File: config.mk
export PLATFORM = sky130hd
export DESIGN_NAME = prog_loader
export DESIGN_NICKNAME = d
export VERILOG_FILES = /design/src/rtl/prog_loader_pkg.sv /design/src/rtl/pl_csum.sv /design/src/rtl/prog_loader.sv
export SDC_FILE = /design/constraint.sdc
export NUM_CORES = 1
export LEC_CHECK = 0
export BUFFER_PORTS_ARGS = -buffer_cell sky130_fd_sc_hd__buf_4
export CORE_MARGIN = 2
export CORE_UTILIZATION = 54
export DETAILED_ROUTE_END_ITERATION = 10
export PLACE_DENSITY = 0.79
export SLEW_MARGIN = 20
export SYNTH_ARGS = -nofsm -noshare
export SYNTH_HDL_FRONTEND = slang
export SYNTH_SLANG_ARGS = --single-unit
export TNS_END_PERCENT = 1
File: constraint.sdc
create_clock -name i_clk -period 1.6 [get_ports i_clk]
set_input_delay 0.32 -clock i_clk [delete_from_list [all_inputs] [get_ports i_clk]]
set_output_delay 0.32 -clock i_clk [all_outputs]
set_load 0.02 [all_outputs]
File: src/rtl/prog_loader_pkg.sv
// prog_loader_pkg: shared types and widths for the program-image loader.
// Optional checksum feature is selected with PROG_LOADER_CHECKSUM_EN.
package prog_loader_pkg;

    localparam int PL_INSTR_W       = 12;
    localparam int PL_HI_NIBBLE_MSB = 3;
    localparam int PL_BYTE_W        = 8;

    // CHK and ERR are only reachable when PROG_LOADER_CHECKSUM_EN is defined.
    typedef enum logic [2:0] {
        PL_IDLE,
        PL_HI,
        PL_LO,
        PL_WRITE,
        PL_CHK,
        PL_DONE,
        PL_ERR
    } pl_state_t;

endpackage

File: src/rtl/pl_csum.sv
// pl_csum: 8-bit running sum of image bytes with a zero-total compare.
// Instantiated by prog_loader only when PROG_LOADER_CHECKSUM_EN is defined.
module pl_csum
    import prog_loader_pkg::*;
(
    input  logic                 i_clk,
    input  logic                 i_rst,
    input  logic                 i_clr,
    input  logic                 i_add,
    input  logic [PL_BYTE_W-1:0] i_data,
    output logic                 o_match
);

    logic [PL_BYTE_W-1:0] r_sum;
    logic [PL_BYTE_W-1:0] w_total;

    // Accumulate every accepted image byte; a new load clears the sum.
    always_ff @(posedge i_clk or posedge i_rst) begin
        if (i_rst) begin
            r_sum <= '0;
        end else if (i_clr) begin
            r_sum <= '0;
        end else if (i_add) begin
            r_sum <= r_sum + i_data;
        end
    end

    // The checksum byte is the two's complement of the sum, so a good image totals zero.
    assign w_total = r_sum + i_data;
    assign o_match = (w_total == '0);

endmodule

File: src/rtl/prog_loader.sv
// prog_loader: streams byte pairs into 12-bit instructions and writes them
// through the program-memory load port. PROG_LOADER_CHECKSUM_EN adds a
// trailing checksum byte (CHK) and a sticky error state (ERR).
//
// state | meaning
// IDLE  | waiting for start after reset, address held at 0
// HI    | waiting for the high-nibble byte
// LO    | waiting for the low byte
// WRITE | one-cycle load pulse to program memory
// CHK   | waiting for the checksum byte (checksum build only)
// DONE  | image loaded and valid
// ERR   | checksum mismatch (checksum build only)
module prog_loader
    import prog_loader_pkg::*;
#(
    parameter int PMEM_DEPTH = 10,
    parameter int ADDR_W     = 8,
    parameter int INSTR_W    = PL_INSTR_W
) (
    input  logic                 i_clk,
    input  logic                 i_rst,
    input  logic                 i_start,
    input  logic                 i_in_valid,
    input  logic [PL_BYTE_W-1:0] i_in_data,
    output logic                 o_in_ready,
    output logic                 o_pmem_le,
    output logic [ADDR_W-1:0]    o_pmem_la,
    output logic [INSTR_W-1:0]   o_pmem_li,
    output logic                 o_load_done,
    output logic                 o_busy,
    output logic                 o_err
);

    localparam logic [ADDR_W-1:0] LAST_ADDR = ADDR_W'(PMEM_DEPTH - 1);

    pl_state_t                 r_state;
    logic [ADDR_W-1:0]         r_addr;
    logic [PL_HI_NIBBLE_MSB:0] r_hi;
    logic                      r_in_ready;
    logic                      r_pmem_le;
    logic [ADDR_W-1:0]         r_pmem_la;
    logic [INSTR_W-1:0]        r_pmem_li;
    logic                      r_load_done;
    logic                      r_busy;
    logic                      w_accept;

    assign w_accept = i_in_valid && r_in_ready;

`ifdef PROG_LOADER_CHECKSUM_EN
    logic r_err;
    logic w_start_ok;
    logic w_csum_add;
    logic w_csum_match;

    assign w_start_ok = i_start && ((r_state == PL_IDLE) || (r_state == PL_DONE) ||
                                    (r_state == PL_ERR));
    assign w_csum_add = w_accept && ((r_state == PL_HI) || (r_state == PL_LO));

    pl_csum u_csum (
        .i_clk   (i_clk),
        .i_rst   (i_rst),
        .i_clr   (w_start_ok),
        .i_add   (w_csum_add),
        .i_data  (i_in_data),
        .o_match (w_csum_match)
    );

    assign o_err = r_err;
`else
    assign o_err = 1'b0;
`endif

    // Load sequencer with all outputs registered alongside the state.
    always_ff @(posedge i_clk or posedge i_rst) begin
        if (i_rst) begin
            r_state     <= PL_IDLE;
            r_addr      <= '0;
            r_hi        <= '0;
            r_in_ready  <= 1'b0;
            r_pmem_le   <= 1'b0;
            r_pmem_la   <= '0;
            r_pmem_li   <= '0;
            r_load_done <= 1'b0;
            r_busy      <= 1'b0;
`ifdef PROG_LOADER_CHECKSUM_EN
            r_err       <= 1'b0;
`endif
        end else begin
            r_pmem_le <= 1'b0;
            case (r_state)
                PL_IDLE, PL_DONE, PL_ERR: begin
                    if (i_start) begin
                        r_state     <= PL_HI;
                        r_addr      <= '0;
                        r_load_done <= 1'b0;
                        r_busy      <= 1'b1;
                        r_in_ready  <= 1'b1;
`ifdef PROG_LOADER_CHECKSUM_EN
                        r_err       <= 1'b0;
`endif
                    end
                end
                PL_HI: begin
                    if (w_accept) begin
                        r_hi    <= i_in_data[PL_HI_NIBBLE_MSB:0];
                        r_state <= PL_LO;
                    end
                end
                PL_LO: begin
                    if (w_accept) begin
                        r_pmem_le  <= 1'b1;
                        r_pmem_la  <= r_addr;
                        r_pmem_li  <= {r_hi, i_in_data};
                        r_in_ready <= 1'b0;
                        r_state    <= PL_WRITE;
                    end
                end
                PL_WRITE: begin
                    r_in_ready <= 1'b1;
                    if (r_addr == LAST_ADDR) begin
                        r_addr <= '0;
`ifdef PROG_LOADER_CHECKSUM_EN
                        r_state <= PL_CHK;
`else
                        r_state     <= PL_DONE;
                        r_in_ready  <= 1'b0;
                        r_load_done <= 1'b1;
                        r_busy      <= 1'b0;
`endif
                    end else begin
                        r_addr  <= r_addr + ADDR_W'(1);
                        r_state <= PL_HI;
                    end
                end
`ifdef PROG_LOADER_CHECKSUM_EN
                PL_CHK: begin
                    if (w_accept) begin
                        r_in_ready <= 1'b0;
                        r_busy     <= 1'b0;
                        if (w_csum_match) begin
                            r_state     <= PL_DONE;
                            r_load_done <= 1'b1;
                        end else begin
                            r_state <= PL_ERR;
                            r_err   <= 1'b1;
                        end
                    end
                end
`endif
                default: begin
                    r_state    <= PL_IDLE;
                    r_addr     <= '0;
                    r_in_ready <= 1'b0;
                    r_busy     <= 1'b0;
                end
            endcase
        end
    end

    assign o_in_ready  = r_in_ready;
    assign o_pmem_le   = r_pmem_le;
    assign o_pmem_la   = r_pmem_la;
    assign o_pmem_li   = r_pmem_li;
    assign o_load_done = r_load_done;
    assign o_busy      = r_busy;

endmodule

**After elaboration in Yosys (flattened, before gate mapping)**

Index checks and enable logic that the tools add are counted.

- Register bits after elaboration: 39
- Output and inout bits: 25
- Logic and storage cells: 53

- $add $sub $neg: 1
- Equality and inequality tests: 10
- Mux-type cells: 19
- Bitwise logic cells: 2
- Reduce and logical (&&, ||, !) cells: 12

Operators by type and width:

| kind | count |
|---|---|
| $pmux W8 S3 | 1 |
| $mux W8 | 2 |
| $mux W3 | 4 |
| $pmux W3 S4 | 1 |
| $reduce_and A3 Y1 | 4 |
| $add A8 B1 Y8 const B | 1 |
| $eq A8 B4 Y1 const B | 1 |
| $mux W1 | 8 |
| $ne A2 B2 Y1 const B | 4 |
| $eq A3 B2 Y1 const B | 2 |
| $eq A3 B3 Y1 const B | 2 |
| $reduce_and A2 Y1 | 3 |
| $pmux W1 S4 | 1 |
| $eq A3 B1 Y1 const B | 1 |
| $logic_not A3 Y1 | 1 |
| $pmux W1 S3 | 1 |
| $reduce_or A3 Y1 | 1 |
| $not A1 Y1 | 2 |
| $pmux W1 S2 | 1 |
| $reduce_bool A2 Y1 | 1 |
| $reduce_or A2 Y1 | 1 |
| $logic_and A1 B1 Y1 | 1 |

**Logic depth before layout (Yosys ltp)**

Gate-level depths: netlist (run 1).

- Depth in word-level cells: 4
- Mapped depth: 6
- Gate-level depth less buffers: 6

**Worst setup path before layout (run 1)**

Ideal clock, no wire load.

- Path kind: register -> register
- From: register r_in_ready (netlist: o_in_ready)
- To: register r_pmem_la[0] (netlist: o_pmem_la[0])
- Library setup time: 0.125 ns
- Data arrival time: 1.483 ns
- Setup slack: -0.008 ns
- Cell stages (with the launch flop): 5
- Buffers on the path: 1
- Cell sequence: dfrtp_1 nand2_1 nor4b_4 buf_4 mux2_2

- Cells in the longest elaborated chain, start to end: 2

Ends and longest elaborated chain:

| element | line | source |
|---|---|---|
| start, declared | prog_loader.sv:39 | `logic r_in_ready;` |
| start signal, assigned | prog_loader.sv:79 | `r_in_ready <= 1'b0;` |
| start signal, assigned | prog_loader.sv:97 | `r_in_ready <= 1'b1;` |
| start signal, assigned | prog_loader.sv:114 | `r_in_ready <= 1'b0;` |
| $logic_and A1 B1 Y1 | prog_loader.sv:47 | `assign w_accept = i_in_valid && r_in_ready;` |
| $reduce_and A2 Y1 (no source line) | n/a |  |
| end signal, assigned | prog_loader.sv:112 | `r_pmem_la <= r_addr;` |
| end, declared | prog_loader.sv:41 | `logic [ADDR_W-1:0] r_pmem_la;` |

No other way between the ends.
A chain may end at the register's enable or synchronous reset.

**Worst setup path after layout (run 1)**

- From: register r_state[2]
- To: register r_addr[7]

- Cells in the longest elaborated chain, start to end: 4
- Elaborated cells on any way between the ends: 12
- Classes of those cells: 6 x eq/ne; 1 x mux; 1 x bitwise; 4 x reduce/logical

Ends and longest elaborated chain:

| element | line | source |
|---|---|---|
| start, declared | prog_loader.sv:36 | `pl_state_t r_state;` |
| start signal, assigned | prog_loader.sv:76 | `r_state <= PL_IDLE;` |
| start signal, assigned | prog_loader.sv:93 | `r_state <= PL_HI;` |
| start signal, assigned | prog_loader.sv:106 | `r_state <= PL_LO;` |
| $eq A3 B3 Y1, or another cell as far along | prog_loader.sv:90 | `case (r_state)` |
| $reduce_or A3 Y1 / $reduce_or A2 Y1 (equally long branches) | n/a |  |
| $ne A2 B2 Y1 (no source line) / $not A1 Y1 (equally long branches) | n/a |  |
| $reduce_and A2 Y1 (no source line) | n/a |  |
| end signal, assigned | prog_loader.sv:131 | `r_addr <= r_addr + ADDR_W'(1);` |
| end, declared | prog_loader.sv:37 | `logic [ADDR_W-1:0] r_addr;` |

Several ways; a longest one is shown, not always the timed one.

==> impl_metrics.ini, run 1 <==
[routing]
viasPerCell = 5.50
vias = 1315
drc_errors = 0
wl_per_cell_um = 15.1
drtIter0Drc = 60
finalWirelength_um = 3600
postRouteAntennaNets = 0
first_pass_iters = 4

[final_layout]
final_util_pct = 70.6
syn2layout_area_growth_pct = 27.6
drive_gt1_share_pct = 48.7
antenna_cells = 0
multi_input_area_um2 = 791
nFillCells = 245
fin_area_um2 = 2320
seq_area_um2 = 977
nets = 206
layout_commonest_cell = buf_4
final_cell_mix = 45 x buf_4, 38 x dfrtp_1, 24 x mux2_2

[global_route]
grt_max_degree = 40
antenna_found_initial = 0
grt-ovfl-total = 0
grt_pass1_vias = 1299
grt_usage_pct = 21.3
grt_pass1_wl_um = 5840

[worst_setup_path]
rrSetupSlack_ns = 0.02
cp_top_family = simple AND/OR/NAND/NOR gates
reg2reg_to = r_addr[7]
crit_cells = 5
cp-end-kind = flip-flop
worstSetupEndpoint = r_addr[7]
cp.required_ns = 1.89
crit_fanout = 7
timing.rr.start = r_state[2]
cp-startpoint = r_state[2]
critPathSlowestCell = dfrtp_1
cp_num_buf_inv = 1
path_class = flip-flop to flip-flop
max_stage_delay_ns = 0.48
start_kind = flip-flop
crit_arrival_ns = 1.87
ff2ff_path_depth = 5
crit_chain = buf_4 -> nand3b_4 -> a21o_2 -> or3_1 -> o21ai_1

[die]
die_h_um = 62
die_area_um2 = 3840
initial_core_util_pct = 55.3
core_area_um2 = 3280
die_x_um = 62
ios = 37
fp-row-count = 21

[power_and_ir_drop]
power_leakage_nw = 1.10
p_total_mw = 3.94
peakVddDrop_mv = 1.09
power_density_nw_per_um2 = 1700

[clocking]
path_clk_slew_ns = 0.12
hold_buffers = 0
root_buffer = clkbuf_4
clock_latency_ns = 0.35
cts_sinks = 39
clock_path_buffers = 2
htree_levels = 2
tritoncts = yes
cts_buffers = 5

[synth]
syn_area_um2 = 1820
avgSynthCellArea_um2 = 12.5
ys_types = 43
synthCells = 145
synth_nets = 159
async_flop_share_pct = 100
ys_seq_area_share_pct = 53.7
synth_edf_count = 0
yosys_warnings = 0
ys.flop_type = dfrtp_1
ys_ff_latch = 39

[hold_path]
hold_path.class = input pin to asynchronous set/reset pin

[placement]
placed_cell_area_um2 = 2170
place_congestion = 0.762
place_hpwl_um = 2530
io_buffers = 35
pre_cts_ws_ns = 0.0114

[sta]
timing_hold_violations_final = 0
setup_viol = 0
period_share_pct = 99.0
grt_setup_unrepaired = true
period_needed_ns = 1.58
fin_skew_ns = 0.00675
setup_slack_ns = 0.0157
slew_viol_final = 0
fmax_mhz = 631
holdWs_ns = 0.0903

[job]
maxCapViolCount = 0

[status]
status = completed
## registers in the layout, summed over array words and instances (netlist names)
register     cells
o_busy           1
o_in_ready       1
o_load_done      1
o_pmem_la        8
o_pmem_le        1
o_pmem_li       12
r_addr           8
r_hi             4
r_state          3
## Yosys cell counts (2+ instances only)
library cell | number | area share, %
buf_4 | 4 | 1.7
nor2_1 | 3 | 0.62
and3_1 | 2 | 0.69
o21ai_1 | 3 | 0.83
inv_1 | 9 | 1.9
o21ai_0 | 5 | 1.4
mux2i_1 | 2 | 1.1
dfrtp_1 | 39 | 54
nand2_1 | 7 | 1.4
nor3b_1 | 2 | 0.83
o21bai_1 | 2 | 0.83
mux2_2 | 24 | 15
a21oi_1 | 7 | 1.9
nand3_1 | 3 | 0.83
ha_1 | 2 | 1.4
buf_6 | 2 | 1.2
or3_1 | 3 | 1.0
## what timing repair did
action | in CTS | in global routing
buffers inserted | 0 | 1
setup endpoints to repair | 4 | 9
pin swaps | 0 | 2
gates resized for setup | 1 | 8
## metrics by stage
step,setup TNS [ns],instances
after CTS,-0.00525,238
after floorplan,0,145
after detailed placement,0,230
final,0,239
after global placement,0,230
after global routing,-0.165,239
## layer usage
layer | up-vias | track usage, % | wire length [um] | part of all wire [%]
met1 | 647 | 25.2 | 1480 | 41
met2 | 48 | 35.3 | 1800 | 50
li1 | 608 | - | - | -
met4 | 0 | 7.29 | 82 | 2.3
met5 | - | 0 | 0 | 0
met3 | 12 | 8.28 | 236 | 6.6
## cell families after synthesis
logic type | share of synthesized area (%)
buffers and inverters | 4.75
xor gates and xnor gates | 0.964
AOI/OAI and AO/OA | 10.2
muxes | 16.0
and+or+nand+nor | 12.8
DFF | 53.7
other | 0.206
adders and majority gates | 1.38
## layout make-up
| cell class | instances | share of cell area (%) |
|---|---|---|
| sequential | 39 | 42.1 |
| clock inverter | 2 | 2.59 |
| timing repair buffer | 46 | 15.4 |
| multi-input combinational | 91 | 34.1 |
| tap | 46 | 2.48 |
| clock buffer | 6 | 1.78 |
| inverter | 9 | 1.46 |
## how the worst min path moves through the flow
stage	from	endpoint	cells past startpoint
2_1_floorplan	i_start	o_load_done	1
3_3_place_gp	i_rst	o_pmem_li[0]	3
3_5_place_dp	i_rst	o_pmem_li[1]	3
4_1_cts	i_rst	o_pmem_li[1]	3
5_1_grt	i_rst	o_pmem_li[3]	3
6_report	i_rst	r_hi[1]	3
## tightest hold or removal path, stage by stage
cell and delay [ns]:
buf_4 0.10, inv_1 0.05, buf_4 0.43
## where the power goes
part           leakage [nW]  switching, mW  total (mW)  internal, mW
clock                0.0525          0.328       0.815         0.488
combinational         0.546          0.825        1.62         0.795
sequential            0.503          0.218        1.51          1.29
total                  1.10           1.37        3.94          2.57
Note: power is estimated with default switching activity, not from simulation.
==> inputs of run 2 (changes only) <==
Settings changed: ABC_AREA from default to 1, CORE_UTILIZATION 54 to 53, PLACE_DENSITY 0.79 to 0.78.
==> impl_metrics.ini, run 2 <==
[final_layout]
largest_register_ffs = 12
layout_commonest_cell = nand2_1
seq_area_um2 = 976
antenna_cells = 0
nets = 263
nFillCells = 265
multi_input_area_um2 = 683
fin_area_um2 = 2140
final_cell_mix = 90 x nand2_1, 39 x dfrtp_1, 37 x buf_4
drive_gt1_share_pct = 23.6
syn2layout_area_growth_pct = 21.2

[placement]
placed_cell_area_um2 = 2070
place_hpwl_um = 2340
io_buffers = 35
place_congestion = 0.815

[routing]
vias = 1429
viasPerCell = 4.86
postRouteAntennaNets = 0
drtIter0Drc = 73
wl_per_cell_um = 11.0
finalWirelength_um = 3230
first_pass_iters = 4
drc_errors = 0

[die]
ios = 37
die_x_um = 61.8
core_area_um2 = 3100
initial_core_util_pct = 57.0
die_area_um2 = 3810
die_h_um = 61.8
fp-row-count = 20

[clocking]
root_buffer = clkbuf_4
ctsResizeCount = 0
hold_buffers = 0
post_cts_buffers = 0
tritoncts = yes
clock_path_buffers = 2
path_clk_slew_ns = 0.11
clock_latency_ns = 0.36
htree_levels = 2
cts_buffers = 5
cts_sinks = 39

[synth]
netlist.area_leader.share_pct = 55.2
synth_nets = 224
ys_seq_area_share_pct = 55.2
yosys_warnings = 0
async_flop_share_pct = 100
ys_types = 24
ys.flop_type = dfrtp_1
ys_ff_latch = 39
synth_top_cell_by_area = dfrtp_1
ys_top_cells_by_area = dfrtp_1 55%, nand2_1 19%, o21ai_1 3.7%
synthCells = 210
avgSynthCellArea_um2 = 8.42
synth_common_cells = 90 x nand2_1, 39 x dfrtp_1, 17 x inv_1
synth_edf_count = 0
syn_area_um2 = 1770
synth_most_common_cell = nand2_1

[sta]
setup_viol = 0
period_needed_ns = 1.41
fmax_mhz = 710
holdWs_ns = 0.0593
tns_ns = 0
timing_hold_violations_final = 0
grt_setup_unrepaired = false
slew_viol_final = 0
period_share_pct = 88.0
fin_skew_ns = 0.00632

[global_route]
grt_usage_pct = 19.4
grt_max_degree = 40
antenna_found_initial = 0
grt_pass1_vias = 1232
grt-ovfl-total = 0
grt_pass1_wl_um = 5330

[worst_setup_path]
cp.required_ns = 1.86
cp-end-kind = flip-flop
crit_fanout = 6
path_class = flip-flop to flip-flop
crit_arrival_ns = 1.66
start_kind = flip-flop

[job]
maxCapViolCount = 0

[power_and_ir_drop]
power_leakage_nw = 1.16
peakVddDrop_mv = 1.03
power_density_nw_per_um2 = 1540

[hold_path]
hold_path.class = input pin to asynchronous set/reset pin

[status]
status = completed
-- run 2: cell types whose count changed after synthesis, moves of 3 or more --
| cell | delta |
|---|---|
| inv_1 | +8 |
| buf_2 | +3 |
| or3_1 | -3 |
| mux2_2 | -24 |
| nor2_1 | +5 |
| nand2_1 | +83 |
| o21ai_2 | +3 |
| a21oi_1 | -6 |
| o21ai_1 | +10 |
| nand3_1 | +6 |
| inv_2 | +4 |
-- run 2: cells by family after synthesis --
logic type	count (synthesis)	synth area share, %
simple gates	116	28.2
other cells	1	0.212
flops	39	55.2
xor+xnor	3	1.49
compound gates	23	7.36
buf+inv	26	6.16
fa+ha+maj	2	1.42
-- run 2: report_power, final --
| part | total (mW) | internal, mW | switching (mW) |
|---|---|---|---|
| clock network | 0.576 | 0.257 | 0.320 |
| registers | 1.41 | 1.23 | 0.179 |
| logic | 1.31 | 0.501 | 0.810 |
-- run 2: final cells by class --
cell class	instances	share of cell area [%]
Clock inverter	1	0.350
Clock buffer	7	3.04
Tap cell	44	2.57
Timing Repair Buffer	37	13.0
Sequential cell	39	45.5
Multi-Input combinational cell	145	31.9
Inverter	21	3.68
-- run 2: metrics by stage --
step	total power [mW]	std cells	setup WS, ns	util [%]
2_1_floorplan	2.31	210	0.355	-
3_3_place_gp	2.73	286	0.258	66.7
3_5_place_dp	2.76	286	0.216	66.7
4_1_cts	3.34	294	0.188	69.1
5_1_grt	3.56	294	0.0423	69.1
6_report	3.30	294	0.192	69.1
-- run 2: routing by layer --
layer | up-vias | wire [um] | global-route usage [%]
li1 | 736 | - | -
met1 | 633 | 1460 | 24.8
met2 | 48 | 1420 | 30.1
met3 | 12 | 237 | 4.76
met4 | 0 | 105 | 11.9
met5 | - | 0 | 0
-- run 2: final timing paths --
path	start	end	slack (ns)	depth (start not counted)
hold / removal	i_rst	o_pmem_li[6]	0.06	3
hold reg to reg	o_pmem_li[10]	o_pmem_li[10]	0.48	2
setup reg to reg	r_addr[0]	o_in_ready	0.19	6
max in group asynchronous	i_rst	o_pmem_li[10]	1.20	3
setup / recovery	r_addr[0]	o_in_ready	0.19	6
min in group i_clk	i_in_data[6]	o_pmem_li[6]	0.16	3
-- run 2: critical path: stages (launching register included) --
cell,delay (ns)
dfrtp_1,0.48
ha_1,0.18
nand3_1,0.12
o21ai_2,0.30
nand2_1,0.10
nand3_1,0.08
nand2_1,0.05
